**src/rtl/lsu_rmw.sv**
```systemverilog
// Load/store unit between the core memory stage and a word-only data memory
// with one-cycle registered reads and no byte enables.
// Loads pick the addressed byte or halfword lane and sign- or zero-extend it.
// Sub-word stores do a read-modify-write, which stalls the core for one cycle.
// Optional feature macro: LSU_MISALIGN_TRAP_EN. When it is defined, a
// misaligned halfword or word access raises misalign_o and is not executed.
module lsu_rmw #(
  parameter int unsigned MEM_BYTES = 16384,
  parameter logic [31:0] RD_RESET  = 32'h0000_0000
) (
  input  logic        clk_i,
  input  logic        rst_ni,
  input  logic        core_req_i,
  input  logic        core_we_i,
  input  logic [2:0]  core_size_i,
  input  logic [31:0] core_addr_i,
  input  logic [31:0] core_wd_i,
  output logic [31:0] core_rd_o,
  output logic        core_stall_o,
  output logic        misalign_o,
  output logic        mem_req_o,
  output logic        mem_we_o,
  output logic [31:0] mem_addr_o,
  output logic [31:0] mem_wd_o,
  input  logic [31:0] mem_rd_i
);

  typedef enum logic [1:0] {IDLE, LOAD_WAIT, RMW_WAIT} state_t;

  state_t      state_q, state_d;
  logic [31:0] addr_q;
  logic [2:0]  size_q;
  logic        we_q;
  logic [15:0] wd_q;
  logic [31:0] hold_q, hold_d;
  logic        hold_en;
  logic        latch_en;
  logic        oor_c;
  logic        mis_c;

  // Select the addressed lane of a memory word and extend it to 32 bits.
  // size[1:0] = 00 byte, 01 half, otherwise word; size[2] = 1 means unsigned.
  function automatic logic [31:0] load_extract(input logic [31:0] word,
                                               input logic [1:0]  lane,
                                               input logic [2:0]  size);
    logic [7:0]  b;
    logic [15:0] h;
    logic [31:0] res;
    b = word[{lane, 3'b000} +: 8];
    h = word[{lane[1], 4'b0000} +: 16];
    case (size[1:0])
      2'b00:   res = size[2] ? {24'h0, b} : {{24{b[7]}}, b};
      2'b01:   res = size[2] ? {16'h0, h} : {{16{h[15]}}, h};
      default: res = word;
    endcase
    return res;
  endfunction

  // Replace the addressed lane of the old memory word with the store data.
  function automatic logic [31:0] store_merge(input logic [31:0] old,
                                              input logic [15:0] wd,
                                              input logic [1:0]  lane,
                                              input logic [2:0]  size);
    logic [31:0] res;
    res = old;
    case (size[1:0])
      2'b00:   res[{lane, 3'b000} +: 8] = wd[7:0];
      2'b01:   res[{lane[1], 4'b0000} +: 16] = wd;
      default: res = old;
    endcase
    return res;
  endfunction

`ifdef LSU_MISALIGN_TRAP_EN
  // Halfword needs addr[0] clear; word needs addr[1:0] clear; bytes never trap.
  function automatic logic is_misaligned(input logic [1:0] lane,
                                         input logic [2:0] size);
    logic res;
    case (size[1:0])
      2'b00:   res = 1'b0;
      2'b01:   res = lane[0];
      default: res = (lane != 2'b00);
    endcase
    return res;
  endfunction

  assign mis_c = is_misaligned(core_addr_i[1:0], core_size_i);
`else
  assign mis_c = 1'b0;
`endif

  assign oor_c = (core_addr_i >= MEM_BYTES);

  // Next-state, memory request and core handshake decode.
  always_comb begin
    state_d      = state_q;
    hold_d       = hold_q;
    hold_en      = 1'b0;
    latch_en     = 1'b0;
    core_rd_o    = hold_q;
    core_stall_o = 1'b0;
    misalign_o   = 1'b0;
    mem_req_o    = 1'b0;
    mem_we_o     = 1'b0;
    mem_addr_o   = 32'h0;
    mem_wd_o     = 32'h0;
    case (state_q)
      IDLE: begin
        if (core_req_i) begin
          latch_en = 1'b1;
          if (mis_c) begin
            // Misalignment wins over the range check and leaves all state alone.
            misalign_o = 1'b1;
          end else if (oor_c) begin
            // Out-of-range loads return a marker word; stores are dropped.
            if (!core_we_i) begin
              hold_en = 1'b1;
              hold_d  = 32'hdead_beef;
            end
          end else begin
            mem_req_o  = 1'b1;
            mem_addr_o = {core_addr_i[31:2], 2'b00};
            if (!core_we_i) begin
              core_stall_o = 1'b1;
              state_d      = LOAD_WAIT;
            end else if (core_size_i[1]) begin
              mem_we_o = 1'b1;
              mem_wd_o = core_wd_i;
            end else begin
              // Sub-word store: fetch the old word first.
              core_stall_o = 1'b1;
              state_d      = RMW_WAIT;
            end
          end
        end
      end
      LOAD_WAIT: begin
        core_rd_o = load_extract(mem_rd_i, addr_q[1:0], size_q);
        hold_en   = 1'b1;
        hold_d    = core_rd_o;
        state_d   = IDLE;
      end
      RMW_WAIT: begin
        mem_req_o  = 1'b1;
        mem_we_o   = we_q;
        mem_addr_o = {addr_q[31:2], 2'b00};
        mem_wd_o   = store_merge(mem_rd_i, wd_q, addr_q[1:0], size_q);
        state_d    = IDLE;
      end
      default: state_d = IDLE;
    endcase
    // Nothing reaches memory or the core handshake while reset is held.
    if (!rst_ni) begin
      core_rd_o    = RD_RESET;
      core_stall_o = 1'b0;
      misalign_o   = 1'b0;
      mem_req_o    = 1'b0;
      mem_we_o     = 1'b0;
      mem_addr_o   = 32'h0;
      mem_wd_o     = 32'h0;
    end
  end

  // State and held load result.
  always_ff @(posedge clk_i) begin
    if (!rst_ni) begin
      state_q <= IDLE;
      hold_q  <= RD_RESET;
    end else begin
      state_q <= state_d;
      if (hold_en) hold_q <= hold_d;
    end
  end

  // Request fields captured on acceptance; used by the wait states.
  always_ff @(posedge clk_i) begin
    if (latch_en) begin
      addr_q <= core_addr_i;
      size_q <= core_size_i;
      we_q   <= core_we_i;
      wd_q   <= core_wd_i[15:0];
    end
  end

endmodule

```
**config.mk**
```make
export PLATFORM = sky130hd
export DESIGN_NAME = lsu_rmw
export DESIGN_NICKNAME = d
export VERILOG_FILES = /design/src/rtl/lsu_rmw.sv
export SDC_FILE = /design/constraint.sdc
export NUM_CORES = 1
export LEC_CHECK = 0
export CORE_MARGIN = 2
export CORE_UTILIZATION = 40
export CTS_CLUSTER_SIZE = 8
export DETAILED_ROUTE_END_ITERATION = 10
export GPL_ROUTABILITY_DRIVEN = 0
export PLACE_DENSITY = 0.84
export SETUP_SLACK_MARGIN = 0.3
export SLEW_MARGIN = 10
export SYNTH_ARGS = -nofsm -noshare
export SYNTH_HDL_FRONTEND = slang
export SYNTH_SLANG_ARGS = --single-unit
```
**constraint.sdc**
```tcl
create_clock -name clk_i -period 5.45 [get_ports clk_i]
set_input_delay 0.8175 -clock clk_i [delete_from_list [all_inputs] [get_ports clk_i]]
set_output_delay 0.8175 -clock clk_i [all_outputs]
set_load 0.01 [all_outputs]
```
== Word level (Yosys, flattened, before mapping) ==
Index checks and enable logic that the tools add are counted.
Widths: inputs -> output; s select.
Cells by class
  add/subtract/negate cells: 2
  order comparisons: 1
  equal/unequal tests: 7
  shifts and indexed selects: 6
  multiplexer cells: 46
  bitwise logic cells: 1
  reduce and logical (&&, ||, !) cells: 6
Operators by type and width (count)
  $mux 32: 15
  $pmux 32 s2: 5
  $bwmux 32: 2
  $ge 32x15->1 const B: 1
  $shift 16x7->32 const A: 1
  $shift 8x7->32 const A: 1
  $shiftx 16x7->32: 1
  $shiftx 32x6->16: 1
  $shiftx 32x6->8: 1
  $shiftx 8x7->32: 1
  $mux 1: 19
  $neg 5->7: 2
  $ne 2x2->1 const B: 4
  $pmux 1 s2: 3
  $reduce_and 5->1: 1
  $eq 2x1->1 const B: 2
  $logic_not 2->1: 2
  $mux 2: 2
  $reduce_and 3->1: 1
  $eq 2x2->1 const B: 1
  $reduce_and 2->1: 1
  $reduce_bool 2->1: 1
  $not 1->1: 1
Storage, ports and cells
  bits in registers: 86
  input bits: 103
  output and inout port bits: 100
  logic and storage cells: 75

== Longest topological paths before layout ==
  depth after elaboration: 6
  gate-level depth with buffers: 9

== Worst setup path after synthesis ==
OpenSTA, ideal clock, no wires.
  path type: input-to-output
  start point: input core_req_i
  end point: output mem_req_o
  arrival time: 3.780 ns
  data required time: 4.633 ns
  path slack: 0.852 ns
  cell stages on the path: 5
  buffers on the path: 1
  cells stage by stage: nand2b_1 > clkbuf_1 > nor2_1 > a31oi_1 > nor2b_1
On the way
  longest elaborated chain between the ends: 3
Ends and longest elaborated chain
  start, declared: line 13  | input logic core_req_i,
  $mux 1: line 109  | if (core_req_i) begin
  $pmux 1 s2: line 107  | case (state_q)
  $mux 1: line 153  | if (!rst_ni) begin
  end, declared: line 21  | output logic mem_req_o,
No other way between the ends.

== Worst setup path after layout ==
  start point: register addr_q[1]
  end point: output mem_wd_o[31]
On the way
  longest elaborated chain between the ends: 6
Ends and longest elaborated chain
  start, declared: line 31  | logic [31:0] addr_q;
  start signal, assigned: line 178  | addr_q <= core_addr_i;
  $neg 5->7 (on tied branches): line 68, 67
  $shiftx 16x7->32 (tied with other cells): line 68  | 2'b01: res[{lane[1], 4'b0000} +: 16] = wd;
  $bwmux 32 (on tied branches): line 68, 67
  $pmux 32 s2 *: line 66  | case (size[1:0])
  $pmux 32 s2 *: line 107
  $mux 32 *: line 153
  end, declared: line 24  | output logic [31:0] mem_wd_o,
Every way passes the cells marked *; elsewhere a longest branch is shown, timed or not.

==> impl_metrics.csv <==
group,metric,value,unit
global_route,grt_pass1_wl,27300,um
finish,area_growth,46.4,%
min_path,min_from,"hold_q[8]$_SDFFE_PN0P_",
finish,final_cell_mix,"clkdlybuf4s50_1 (199), edfxtp_1 (52), nor2_1 (39)",
global_route,first_global_vias,5173,
synth,yosysSeqAreaShare,43.8,%
setup_path,critical_path.startpoint,"addr_q[1]$_DFFE_PP_",
timing,setup_viol,0,
die,core_area,0.0126,mm^2
setup_path,end_kind,"output pin",
setup_path,cp.required,4.63,ns
timing,post-route-min-period,4.66,ns
pwr,peakVddDrop,0.000134,V
timing,max_freq,0.215,GHz
placed_design,place_area,0.00721,mm^2
synth,synth_top_flop_cell,"edfxtp_1",
synth,ys_ff_latch,86,
timing,hold_viol,0,
setup_path,crit_arrival,3.84,ns
synth,async_flop_share,0,%
timing,rsz0062_at_grt,"no",
global_route,overflow,0,
drt,num_vias,5354,
finish,insertedDiodeCount,0,
clock_network,root_buffer,"clkbuf_16",
die,io_pins,203,
placed_design,numPortBuffers,199,
drt,drt_wl_total,18200,um
die,die_h,117,um
finish,fin_nets,795,
synth,yosysTopAreaCell,"edfxtp_1",
die,die_area,0.0137,mm^2
clock_network,postCtsSetupBuffers,0,
clock_network,clk_path_buf_depth,2,
synth,synth_top_area_share,30.5,%
die,start_util,40.7,%
timing,slew_headroom,32.5,%
placed_design,hpwl,13500,um
drt,drcViolationCount,0,
global_route,grt_usage,26.0,%
drt,drt_iter0_drc,836,
timing,max_slew.worst_pin.slew,1.01,ns
die,rows,41,
clock_network,clock_latency,0.34,ns
synth,synth_edf_count,52,
finish,n_fill_cell,1050,
setup_path,crit_path_start_kind,"flop",
global_route,grt_max_degree,53,
synth,synthTopCellsByArea,"edfxtp_1 (31%), dfxtp_1 (13%), a221oi_1 (5.1%)",
setup_path,regToRegStartpoint,"state_q[1]$_SDFFE_PN0P_",
finish,design_area,0.00748,mm^2
clock_network,clock_sink_count,86,
clock_network,h-tree-depth,3,
timing,finalSetupTns,0,ns
global_route,grt_antenna_before_repair,0,
synth,synth_cell_types,57,
clock_network,ctsHoldBuffers,0,
min_path,worstHoldPathType,"flop to flop",
drt,dr.pass1.iters,8,
synth,synthesis.area,0.00511,mm^2
synth,synth_cells,511,
timing,clock_skew,0.0106,ns
job,maxCapViolCount,0,
timing,maxSlewViolCount,0,
clock_network,numCtsBuffers,9,
drt,vias_per_cell,6.20,
pwr,powerDensity,219,mW/mm^2
clock_network,cts_tree,"yes",
setup_path,critical_path_class,"flop to output pin",
synth,syn_avg_cell_area,10.0,um^2
min_path,hold_depth,2,
finish,final_common_cell,"clkdlybuf4s50_1",
drt,wire_per_inst,21.1,um
clock_network,clk_pin_slew,0.07,ns
drt,drtAntennaViolNets,0,
setup_path,reg2reg_depth,4,
pwr,power_leakage,2.64,nW
finish,drive_gt1_share,6.36,%
clock_network,cts_resized,0,
timing,timing.final.crit_share,85.4,%
setup_path,cp_max_fo,23,
status,status,"finished clean",
die,die_w,117,um
synth,yosysWarnings,0,
## path summary, 6_finish.rpt
check,endpoint,slack (ns)
worst min-delay path,hold_q[8]$_SDFFE_PN0P_,0.47
worst max register to register,hold_q[23]$_SDFFE_PN0P_,3.03
worst min register to register,hold_q[8]$_SDFFE_PN0P_,0.47
worst max-delay path,mem_wd_o[31],0.79
## worst max-delay path, stage by stage, from the launching register on
cell	delay [ns]
edfxtp_1	0.97
inv_1	0.29
ha_1	0.42
nor4_1	0.63
buf_4	0.26
a221oi_1	0.08
o2bb2ai_1	0.26
clkdlybuf4s50_1	0.59
## final cells by class
| type | count | area, um^2 | share of cell area [%] |
|---|---|---|---|
| sequential | 86 | 2240 | 30.0 |
| timing repair buffer | 209 | 2070 | 27.6 |
| multi-input combinational | 367 | 2630 | 35.1 |
| tap | 172 | 215 | 2.88 |
| clock buffer | 13 | 262 | 3.49 |
| inverter | 14 | 52.6 | 0.702 |
| clock inverter | 3 | 17.5 | 0.234 |
## state kept, by name, summed over array words and instances (netlist names)
name,flops
addr_q,32
hold_q,32
size_q,3
state_q,2
wd_q,16
we_q,1
## layer usage
metal,vias up,routed length [um],global-route usage [%]
met1,2518,6970,34.6
li1,2411,-,-
met2,364,8630,42.1
met4,0,664,10.6
met5,-,0,0
met3,61,1950,4.63
## cell usage after synthesis (all sizes together), types with 2 or more instances
| cell | count |
|---|---|
| a221oi | 30 |
| nor4b | 2 |
| nor3b | 3 |
| a22o | 13 |
| nand2b | 4 |
| a211oi | 3 |
| mux2 | 4 |
| a222oi | 5 |
| o31ai | 2 |
| nor2 | 40 |
| inv | 11 |
| edfxtp | 52 |
| o221ai | 15 |
| a221o | 11 |
| o221a | 15 |
| or4 | 4 |
| o21a | 4 |
| mux2i | 13 |
| ha | 5 |
| buf | 11 |
| a21oi | 34 |
| nor3 | 5 |
| clkbuf | 35 |
| clkinv | 3 |
| nor4 | 4 |
| nand2 | 30 |
| nand3 | 5 |
| o2111ai | 2 |
| o21ai | 36 |
| a21boi | 2 |
| a31oi | 2 |
| o2bb2ai | 31 |
| nor2b | 5 |
| and3 | 19 |
| and2 | 4 |
| dfxtp | 34 |
| o31a | 4 |
| o211ai | 2 |
## per-stage QoR
step	util (%)	std cells	worst slack, ns	hold slack [ns]	total power, mW
after floorplan	-	513	0.852	0.447	0.898
after global placement	57.3	848	0.943	0.452	1.04
after detailed placement	57.3	848	0.817	0.460	1.05
after CTS	59.6	864	0.840	0.471	1.63
after global routing	59.6	864	0.626	0.491	1.69
final	59.6	864	0.793	0.468	1.64
## power by group
part | leakage [nW] | switching, mW | internal [mW]
sequential | 0.788 | 0.0345 | 0.737
combinational | 1.72 | 0.143 | 0.132
clock | 0.137 | 0.258 | 0.337
## cell families after synthesis
| logic type | synth area share, % |
|---|---|
| compound gates | 32.7 |
| simple gates | 13.1 |
| flops | 43.8 |
| buf+inv | 5.16 |
| mux | 3.87 |
| fa+ha+maj | 1.22 |
| other cells | 0.0733 |
Power figures use the tool's default switching activity.
